$ cat src/rtl/commit_sequencer.sv
// In-order retirement of the ROB head: register-file commit, store handshake,
// and mispredict flush/redirect followed by a fixed recovery window.
module commit_sequencer #(
  parameter int ROB_ID_WIDTH = 4,
  parameter int REG_WIDTH    = 5,
  parameter int VAL_WIDTH    = 32,
  parameter int FLUSH_CYCLES = 2
) (
  input  logic                    clk,
  input  logic                    rst_in,
  input  logic                    rdy_in,
  input  logic                    head_valid,
  input  logic [ROB_ID_WIDTH:0]   head_tag,
  input  logic [REG_WIDTH-1:0]    head_rd,
  input  logic [VAL_WIDTH-1:0]    head_res,
  input  logic                    head_is_store,
  input  logic                    head_is_branch,
  input  logic                    head_mispred,
  input  logic [31:0]             head_target,
  output logic                    head_ready,
  output logic                    store_go,
  input  logic                    store_done,
  output logic                    rf_commit_en,
  output logic [REG_WIDTH-1:0]    rf_commit_rd,
  output logic [VAL_WIDTH-1:0]    rf_commit_res,
  output logic [ROB_ID_WIDTH:0]   rf_commit_lab,
  output logic                    flush,
  output logic                    pc_redirect_en,
  output logic [31:0]             pc_redirect,
  output logic [31:0]             commit_count
);

  typedef enum logic [1:0] {IDLE, STORE_WAIT, FLUSH} state_t;

  localparam logic [3:0] FLUSH_INIT = 4'(FLUSH_CYCLES);

  state_t                  state_reg, state_next;
  logic [3:0]              flush_cnt_reg, flush_cnt_next;
  logic                    store_go_reg, store_go_next;
  logic                    retire, mispred;
  logic                    rf_commit_en_reg;
  logic [REG_WIDTH-1:0]    rf_commit_rd_reg;
  logic [VAL_WIDTH-1:0]    rf_commit_res_reg;
  logic [ROB_ID_WIDTH:0]   rf_commit_lab_reg;
  logic                    flush_reg, pc_redirect_en_reg;
  logic [31:0]             pc_redirect_reg, commit_count_reg;

  always_comb begin
    state_next     = state_reg;
    flush_cnt_next = flush_cnt_reg;
    store_go_next  = store_go_reg;
    retire         = 1'b0;
    case (state_reg)
      IDLE: begin
        if (head_valid) begin
          if (head_is_store) begin
            store_go_next = 1'b1;
            state_next    = STORE_WAIT;
          end else begin
            retire = 1'b1;
          end
        end
      end
      STORE_WAIT: begin
        if (store_done) begin
          retire        = 1'b1;
          store_go_next = 1'b0;
          state_next    = IDLE;
        end
      end
      FLUSH: begin
        flush_cnt_next = flush_cnt_reg - 4'd1;
        if (flush_cnt_reg <= 4'd1) state_next = IDLE;
      end
      default: state_next = IDLE;
    endcase
    // A stalled or resetting cycle must never pop the ROB.
    if (rst_in || !rdy_in) retire = 1'b0;
    mispred = retire && head_is_branch && head_mispred;
    if (mispred) begin
      state_next     = FLUSH;
      flush_cnt_next = FLUSH_INIT;
    end
  end

  assign head_ready = retire;

  always_ff @(posedge clk) begin
    if (rst_in) begin
      state_reg          <= IDLE;
      flush_cnt_reg      <= '0;
      store_go_reg       <= 1'b0;
      rf_commit_en_reg   <= 1'b0;
      rf_commit_rd_reg   <= '0;
      rf_commit_res_reg  <= '0;
      rf_commit_lab_reg  <= '0;
      flush_reg          <= 1'b0;
      pc_redirect_en_reg <= 1'b0;
      pc_redirect_reg    <= '0;
      commit_count_reg   <= '0;
    end else begin
      // Strobes default low so a stall never repeats a pulse.
      rf_commit_en_reg   <= 1'b0;
      flush_reg          <= 1'b0;
      pc_redirect_en_reg <= 1'b0;
      if (rdy_in) begin
        state_reg     <= state_next;
        flush_cnt_reg <= flush_cnt_next;
        store_go_reg  <= store_go_next;
        if (retire) begin
          rf_commit_en_reg  <= (head_rd != '0) && !head_is_store;
          rf_commit_rd_reg  <= head_rd;
          rf_commit_res_reg <= head_res;
          rf_commit_lab_reg <= head_tag;
          commit_count_reg  <= commit_count_reg + 32'd1;
        end
        if (mispred) begin
          flush_reg          <= 1'b1;
          pc_redirect_en_reg <= 1'b1;
          pc_redirect_reg    <= head_target;
        end
      end
    end
  end

  assign store_go       = store_go_reg;
  assign rf_commit_en   = rf_commit_en_reg;
  assign rf_commit_rd   = rf_commit_rd_reg;
  assign rf_commit_res  = rf_commit_res_reg;
  assign rf_commit_lab  = rf_commit_lab_reg;
  assign flush          = flush_reg;
  assign pc_redirect_en = pc_redirect_en_reg;
  assign pc_redirect    = pc_redirect_reg;
  assign commit_count   = commit_count_reg;

endmodule

$ cat config.mk
export PLATFORM = sky130hd
export DESIGN_NAME = commit_sequencer
export DESIGN_NICKNAME = d
export VERILOG_FILES = /design/src/rtl/commit_sequencer.sv
export SDC_FILE = /design/constraint.sdc
export NUM_CORES = 1
export LEC_CHECK = 0
export ABC_AREA = 1
export CAP_MARGIN = 5
export CORE_MARGIN = 1
export CORE_UTILIZATION = 66
export DETAILED_ROUTE_END_ITERATION = 8
export DONT_BUFFER_PORTS = 1
export PLACE_DENSITY = 0.82
export REMOVE_ABC_BUFFERS = 1
export SLEW_MARGIN = 10
export SYNTH_ARGS = -nofsm -noshare
export SYNTH_HDL_FRONTEND = slang
export SYNTH_SLANG_ARGS = --single-unit
$ cat constraint.sdc
create_clock -name clk -period 4.5 [get_ports clk]
set_input_delay 0.45 -clock clk [delete_from_list [all_inputs] [get_ports clk]]
set_output_delay 0.45 -clock clk [all_outputs]
set_load 0.01 [all_outputs]
==> flow_summary.ini, run 1 <==
[global_routing]
grt_max_degree = 70
track_usage_pct = 31.10
antenna_found_initial = 0
grt_pass1_wl_mm = 18.80
gr-total-overflow = 0
grt_pass1_vias = 4139

[critical_path]
slowest_stage = inv_2
endpoint_kind = output port
critPathBufInv = 1
r2r_start = state_reg[1]$_SDFFE_PP0P_
worstRegToRegCells = 8
worst-path-stages = 5
path_cells = nor2_2 > nand3_1 > nand2_2 > nand2_4 > inv_2
critical_path_class = reg -> out
max_stage_delay_ns = 0.87
startpoint = state_reg[1]$_SDFFE_PP0P_
timing.rr.end = commit_count[5]$_SDFFE_PP0P_
setup.worst_path.end = head_ready
critical_path_arrival_ns = 2.53
critPathMaxFanout = 69
start_kind = register
required_ns = 4.05
crit_family = buffers and inverters
worst-r2r-setup-slack_ns = 1.88

[floorplan]
num_io_pins = 193
start_util_pct = 68.48
fp-row-count = 31
die_area_um2 = 7917
die_h_um = 88.98
core_um2 = 7292
dieWidth_um = 88.98

[yosys]
yosysTopAreaCellShare_pct = 46.10
synth.distinct_cells = 34
ys_ff_latch = 115
avgSynthCellArea_um2 = 6.916
synth_top_area_cell = dfxtp_1
yosysWarnings = 0
yosysMostFrequentCell = nand2_1
synthFlopType = dfxtp_1
async_flop_share_pct = 0
synth_area_um2 = 4994
synth_edf_count = 0
syn_inst = 722
synthTopCellsByCount = 291 x nand2_1, 115 x dfxtp_1, 70 x nand3_1
ys_seq_area_share_pct = 46.10
ys_top_cells_by_area = dfxtp_1 46%, nand2_1 22%, nand3_1 7.0%, a21oi_1 5.5%, nor2_1 5.0%

[timing]
finalSetupViolCount = 0
maxSlewHeadroom_pct = 36.38
fin_tns_setup_ns = 0
fin_crit_sh_pct = 66.14
timing.final.crit_period_ns = 2.976
skew_ns = 0.01166
slew_violations = 0
holdWs_ns = 0.01835
worstMarginPinSlew_ns = 0.9529
max_freq_ghz = 0.3360
grt_setup_unrepaired = false
hold_viol_final = 0

[route]
drt_iter0_drc = 298
drtAntennaViolNets = 0
vias = 4668
vias_per_cell = 5.658
drc = 0
drt-wirelength-per-cell_um = 15.65
wl_mm = 12.91
drt-pass1-iter-count = 8

[cells_and_area]
drive_gt1_share_pct = 7.163
post-route-util_pct = 76.53
final_nets = 798
n_antenna_cell = 0
syn_to_final_growth_pct = 11.75

[clock_network]
cts_max_level = 4
clk_path_buf_depth = 2
holdBufCountCts = 2
clockRootBuffer = clkbuf_8
insertion_delay_ns = 0.51
post_cts_resized = 0
cts_sinks = 115
cts_tree = yes
clk_pin_slew_ns = 0.06
post_cts_buffers = 0
cts-buffers-inserted = 17

[place]
hpwl_mm = 8.322
gp_congestion = 0.9342
io_buffers = 0

[power_and_ir_drop]
vdd_ir_drop_max_mv = 0.3039
p_leak_nw = 2.200
power_density_nw_per_um2 = 446.2
total_power_mw = 2.490

[job]
maxCapViolations = 0

[status]
status = finished, final reports clean

[worst_hold_path]
hp-class = in -> reg
[per-layer routing]
layer  track usage, %  wire (um)
met3            10.43       1195
met2            51.12       6358
met4            15.15        341
met1            36.71       5019
met5                0          0
[cell type report]
cell class / instances / area [um2]
Timing Repair Buffer: 4 / 47.55
Tap cell: 99 / 123.9
Clock inverter: 14 / 167.7
Clock buffer: 18 / 427.9
Sequential cell: 115 / 2302
Multi-Input combinational cell: 531 / 2346
Fill cell: 582 / 1712
Inverter: 44 / 165.2
[worst min-delay path by stage]
stage                                   from                             to  slack, ns  depth (start not counted)
6_report                              rst_in   pc_redirect[14]$_SDFFE_PP0P_       0.02                          1
5_1_grt                        head_is_store        rf_commit_en$_SDFF_PP0_      0.003                          1
4_1_cts                               rst_in   pc_redirect[25]$_SDFFE_PP0P_     0.0008                          1
3_5_place_dp    pc_redirect[15]$_SDFFE_PP0P_   pc_redirect[15]$_SDFFE_PP0P_       0.50                          2
3_3_place_gp   flush_cnt_reg[3]$_SDFFE_PP0P_  flush_cnt_reg[3]$_SDFFE_PP0P_       0.49                          2
2_1_floorplan  flush_cnt_reg[3]$_SDFFE_PP0P_  flush_cnt_reg[3]$_SDFFE_PP0P_       0.47                          2
[per-stage QoR]
step / instances / setup slack (ns) / area [um2]
6_report: 825 / 1.524 / 5580
5_1_grt: 825 / 1.321 / 5580
4_1_cts: 824 / 1.512 / 5570
3_5_place_dp: 790 / 1.883 / 4945
3_3_place_gp: 790 / 1.976 / 4945
2_1_floorplan: 690 / 2.353 / 4813
[where the power goes]
part | internal, mW | leakage, nW | total (mW) | switching (mW)
registers | 1.04 | 0.930 | 1.08 | 0.0315
clock network | 0.819 | 0.287 | 1.34 | 0.517
logic | 0.0225 | 0.983 | 0.0772 | 0.0547
total | 1.89 | 2.20 | 2.49 | 0.604
[logic make-up after synthesis]
group                      count (synthesis)  share of synthesized area [%]
buffers and inverters                     76                          6.916
adders and majority gates                  3                         0.7518
DFF                                      115                          46.10
and+or+nand+nor                          457                          38.56
xor gates and xnor gates                   5                         0.8771
AOI/OAI and AO/OA                         66                          6.790
[cell usage in the layout (no fill, tap or decap), types with 2 or more instances in the layout]
cell type	n
nand2_1	291
dfxtp_1	115
nand3_1	70
nor2_1	67
a21oi_1	55
inv_1	41
clkbuf_16	16
nand4_1	6
nor3_1	5
o21ai_0	5
nor2_2	4
inv_6	4
clkinv_4	4
nand2_2	3
nor2_4	3
inv_2	3
xnor2_1	3
ha_1	3
xor2_1	2
o21ai_1	2
clkbuf_8	2
bufinv_16	2
clkinvlp_4	2
inv_8	2
dlygate4sd3_1	2
Note: power is estimated with default switching activity, not from simulation.
==> run 2: changes to the inputs <==
--- a/config.mk
+++ b/config.mk
@@ -8,10 +8,10 @@
 export ABC_AREA = 1
 export CAP_MARGIN = 5
 export CORE_MARGIN = 1
-export CORE_UTILIZATION = 66
+export CORE_UTILIZATION = 63
 export DETAILED_ROUTE_END_ITERATION = 8
 export DONT_BUFFER_PORTS = 1
-export PLACE_DENSITY = 0.82
+export PLACE_DENSITY = 0.79
 export REMOVE_ABC_BUFFERS = 1
 export SLEW_MARGIN = 10
 export SYNTH_ARGS = -nofsm -noshare
==> constraint.sdc (replaced) <==
create_clock -name clk -period 3 [get_ports clk]
set_input_delay 0.3 -clock clk [delete_from_list [all_inputs] [get_ports clk]]
set_output_delay 0.3 -clock clk [all_outputs]
set_load 0.01 [all_outputs]
==> run 2 against run 1 <==
Against the previous run: first-iteration DRC count up 17%; die area up 4.7%; register-to-register slack worse by 1.5 ns; sequential share of layout area down 4.9 points; clock skew up 0.0078 ns; total power up 52%; clock power up 46%; non-clock buffer count up 77; via count up 10%; worst hold slack better by 0.089 ns; critical path type is now reg -> reg; largest power group unchanged.
==> flow_summary.ini, run 2 (synthesis gave the netlist of run 1 again) <==
[job]
maxCapViolations = 0

[timing]
max_freq_ghz = 0.3761
fin_crit_sh_pct = 88.63
hold_viol_final = 0
grt_setup_unrepaired = false
worstMarginPinSlew_ns = 0.9802
finalSetupViolCount = 0
fin_tns_setup_ns = 0
slew_violations = 0
skew_ns = 0.01941
maxSlewHeadroom_pct = 34.65
timing.final.crit_period_ns = 2.659

[place]
io_buffers = 0
gp_congestion = 0.8647
hpwl_mm = 8.666

[route]
wl_mm = 15.12
drtAntennaViolNets = 0
drt_iter0_drc = 349
drc = 0
drt-wirelength-per-cell_um = 16.69
vias_per_cell = 5.671
drt-pass1-iter-count = 6
vias = 5138

[global_routing]
antenna_found_initial = 1
gr-total-overflow = 0
grt_pass1_vias = 4910
grt_max_degree = 60
grt_pass1_wl_mm = 23.62
track_usage_pct = 36.23

[power_and_ir_drop]
clock_power_share_pct = 51.8
power_density_nw_per_um2 = 597.9
p_int_mw = 2.850
total_power_mw = 3.783
vdd_ir_drop_max_mv = 0.5586
power_switching_share_pct = 24.67
seqPwrFrac_pct = 42.8
p_sw_mw = 0.9334
p_leak_nw = 2.509
power_frac_comb_pct = 5.4

[critical_path]
max_stage_delay_ns = 0.62
endpoint_kind = register
timing.rr.end = pc_redirect[26]$_SDFFE_PP0P_
required_ns = 3.46
crit_family = buffers and inverters
worst-r2r-setup-slack_ns = 0.34
start_kind = register
path_cells = nor2_2 > nand3_1 > nand2_2 > nand4_4 > inv_2 > nand2_1 > a21oi_1 > dlygate4sd3_1
critical_path_arrival_ns = 3.12
critical_path_class = reg -> reg
worstRegToRegCells = 8
slowest_stage = inv_2
r2r_start = state_reg[1]$_SDFFE_PP0P_
critPathBufInv = 2
critPathMaxFanout = 37
startpoint = state_reg[1]$_SDFFE_PP0P_

[clock_network]
clk_pin_slew_ns = 0.07
insertion_delay_ns = 0.52
cts-buffers-inserted = 17
cts_max_level = 4
clk_path_buf_depth = 2
clockRootBuffer = clkbuf_8
cts_sinks = 115
cts_tree = yes
post_cts_resized = 0

[worst_hold_path]
hp-class = in -> reg
min_from = rdy_in
holdPathStages = 4
holdPathEnd = flush_cnt_reg[0]$_SDFFE_PP0P_

[cells_and_area]
layout_common_cells = 291 x nand2_1, 115 x dfxtp_1, 77 x dlygate4sd3_1
drive_gt1_share_pct = 6.725
final_nets = 875
syn_to_final_growth_pct = 26.71
final_common_cell = nand2_1

[floorplan]
dieWidth_um = 91.03
core_um2 = 7687
die_area_um2 = 8286
die_h_um = 91.03
fp-row-count = 32
num_io_pins = 193
start_util_pct = 64.96

[status]
status = finished, final reports clean
[run 2: how the worst max path moves through the flow]
stage | end | slack (ns) | depth (start not counted)
2_1_floorplan | commit_count[5]$_SDFFE_PP0P_ | 0.88 | 8
3_3_place_gp | pc_redirect[5]$_SDFFE_PP0P_ | 1.03 | 7
3_5_place_dp | pc_redirect[14]$_SDFFE_PP0P_ | 0.88 | 7
4_1_cts | pc_redirect[26]$_SDFFE_PP0P_ | 0.39 | 8
5_1_grt | pc_redirect[26]$_SDFFE_PP0P_ | 0.16 | 8
6_report | pc_redirect[26]$_SDFFE_PP0P_ | 0.34 | 8
[run 2: repair_timing]
action                    CTS  global route
setup buffers               0             0
hold endpoints to repair   95             0
hold buffers               78             0
[run 2: area by class of cell]
type,count,area (um2)
clock buffer,17,414.1
fill,481,1360
tap,102,127.6
timing repair buffer,81,813.3
sequential,115,2302
clock inverter,15,156.4
inverter,44,165.2
multi-input combinational,531,2346
antenna,1,2.502
[run 2: tightest hold or removal path, cell delays in order]
cell     delay [ns]
nand2_1        0.08
nand2_1        0.08
nand3_1        0.07
inv_1          0.05
[run 2: metrics by stage]
stage / worst slack, ns / instance area [um2] / hold slack, ns / util [%] / std cells
after floorplan: 0.8847 / 4813 / 0.3691 / - / 690
after global placement: 1.027 / 4964 / 0.3726 / 64.57 / 795
after detailed placement: 0.8787 / 4964 / 0.3740 / 64.57 / 795
after CTS: 0.3868 / 6325 / 0.08421 / 82.28 / 905
after global routing: 0.1570 / 6327 / 0.1165 / 82.31 / 906
final: 0.3410 / 6327 / 0.1071 / 82.31 / 906
[run 2: power by group through the flow]
stage / registers, mW / logic, mW / clock network, mW
finish: 1.62 / 0.206 / 1.96
global route: 1.62 / 0.222 / 2.03
CTS: 1.61 / 0.196 / 1.95
detailed placement: 1.65 / 0.102 / 0
global placement: 1.65 / 0.0945 / 0
floorplan: 1.64 / 0.0768 / 0
[run 2: metal layers]
| metal | wire length (um) | global-route usage [%] | up-vias |
|---|---|---|---|
| li1 | - | - | 2424 |
| met1 | 5721 | 40.13 | 2354 |
| met2 | 7395 | 60.48 | 300 |
| met3 | 1335 | 11.39 | 60 |
| met4 | 669 | 22.35 | 0 |
| met5 | 0 | 0 | - |
==> run 3: changes to the inputs <==
--- a/config.mk
+++ b/config.mk
@@ -17,3 +17,4 @@
 export SYNTH_ARGS = -nofsm -noshare
 export SYNTH_HDL_FRONTEND = slang
 export SYNTH_SLANG_ARGS = --single-unit
+export TNS_END_PERCENT = 30
==> constraint.sdc (replaced) <==
create_clock -name clk -period 3 [get_ports clk]
set_input_delay 0.6 -clock clk [delete_from_list [all_inputs] [get_ports clk]]
set_output_delay 0.6 -clock clk [all_outputs]
set_load 0.01 [all_outputs]
==> run 3 against run 2 <==
Against the previous run: critical path depth down 3; global-route usage shrank 5.8 points; via count decreased by 11%; non-clock buffer count is 77 lower; final area shrank 12%; core utilization down 10 points; sequential power hardly changed; combinational power is 51% lower; worst setup slack improved by 0.30 ns; worst hold slack better by 0.048 ns; routed wire length shrank 17%; total power fell by 4.3%.
==> flow_summary.ini, run 3 (synthesis gave the netlist of run 1 again) <==
[clock_network]
cts_tree = yes
cts_sinks = 115
holdBufCountCts = 0
clk_path_buf_depth = 2
post_cts_buffers = 0
insertion_delay_ns = 0.51
cts-buffers-inserted = 17
post_cts_resized = 0
cts_max_level = 4
clk_pin_slew_ns = 0.06
clockRootBuffer = clkbuf_8

[cells_and_area]
layout_common_cells = 291 x nand2_1, 115 x dfxtp_1, 70 x nand3_1
final_nets = 798
drive_gt1_share_pct = 7.438
final_common_cell = nand2_1
regArea_um2 = 2302
multi_input_area_um2 = 2346
fillers = 643
syn_to_final_growth_pct = 11.05
n_antenna_cell = 0

[floorplan]
die_h_um = 91.03
core_um2 = 7687
fp-row-count = 32
start_util_pct = 64.96
num_io_pins = 193
dieWidth_um = 91.03
die_area_um2 = 8286

[critical_path]
endpoint_kind = output port
required_ns = 2.40
critical_path_class = reg -> out
start_kind = register
max_stage_delay_ns = 0.39
critical_path_arrival_ns = 1.76
slowest_stage = inv_2
critPathMaxFanout = 24
path_cells = nor2_2 > nand3_1 > nand2_2 > nand2_4 > inv_2

[timing]
max_freq_ghz = 0.4232
fin_crit_sh_pct = 78.76
timing.final.crit_period_ns = 2.363
hold_viol_final = 0
fin_tns_setup_ns = 0
maxSlewHeadroom_pct = 33.65
finalSetupViolCount = 0
worstMarginPinSlew_ns = 0.9938
slew_violations = 0
grt_setup_unrepaired = false
skew_ns = 0.01053

[job]
maxCapViolations = 0

[power_and_ir_drop]
p_int_mw = 2.741
p_leak_nw = 2.186
power_switching_share_pct = 24.29
vdd_ir_drop_max_mv = 0.5178
clock_power_share_pct = 52.7
seqPwrFrac_pct = 44.6
total_power_mw = 3.620
power_density_nw_per_um2 = 652.9
p_sw_mw = 0.8796
power_frac_comb_pct = 2.8

[route]
vias_per_cell = 5.537
drt-pass1-iter-count = 5
drtAntennaViolNets = 0
vias = 4585
drc = 0
wl_mm = 12.49
drt_iter0_drc = 317
drt-wirelength-per-cell_um = 15.08

[global_routing]
grt_pass1_vias = 4279
grt_max_degree = 60
gr-total-overflow = 0
antenna_found_initial = 0
track_usage_pct = 30.40
grt_pass1_wl_mm = 19.98

[place]
io_buffers = 0
gp_congestion = 0.9097
hpwl_mm = 8.625

[status]
status = finished, final reports clean

[worst_hold_path]
hp-class = in -> reg
==> run 3: per-layer routing <==
metal  wire length [um]  share of wire (%)  global-route usage, %
met1               5006                 40                  36.24
met2               6158                 49                  50.06
met3               1017                8.1                  9.129
met5                  0                  0                      0
met4                306                2.5                  14.55
==> run 3: critical path, delay by kind of cell (launching register included) <==
kind                   cells  cell delay (ns)
AND/OR/NAND/NOR            4             0.50
buffers and inverters      1             0.39
flip-flops                 1             0.36
==> run 3: per-stage QoR <==
step	hold WS (ns)	cells	setup WS [ns]	area (um2)	utilization, %
6_report	0.1548	828	0.6372	5545	72.14
3_5_place_dp	0.4971	796	1.027	4971	64.66
3_3_place_gp	0.4945	796	1.041	4971	64.66
4_1_cts	0.1297	828	0.6066	5545	72.14
5_1_grt	0.1300	828	0.5344	5545	72.14
2_1_floorplan	0.4744	690	0.6488	4813	-
==> run 3: final cells by class <==
| type | count | area share [%] |
|---|---|---|
| Timing Repair Buffer | 4 | 0.5415 |
| Multi-Input combinational cell | 531 | 42.31 |
| Inverter | 44 | 2.978 |
| Clock inverter | 14 | 2.640 |
| Sequential cell | 115 | 41.52 |
| Clock buffer | 18 | 7.717 |
| Tap cell | 102 | 2.301 |
==> run 3: power by group through the flow <==
stage,combinational (mW),sequential (mW),clock [mW]
final,0.100,1.61,1.91
after global routing,0.115,1.62,2.01
after CTS,0.101,1.61,1.94
after detailed placement,0.100,1.65,0
after global placement,0.0951,1.65,0
after floorplan,0.0768,1.64,0
==> run 3: path summary, 6_finish.rpt <==
path / startpoint / endpoint / slack (ns) / cells past startpoint
worst max register to register: state_reg[0]$_SDFFE_PP0P_ / rf_commit_res[5]$_SDFFE_PP0P_ / 1.17 / 8
worst max-delay path: state_reg[0]$_SDFFE_PP0P_ / head_ready / 0.64 / 5
worst min register to register: pc_redirect[20]$_SDFFE_PP0P_ / pc_redirect[20]$_SDFFE_PP0P_ / 0.50 / 2
worst min-delay path: rst_in / pc_redirect[11]$_SDFFE_PP0P_ / 0.15 / 1
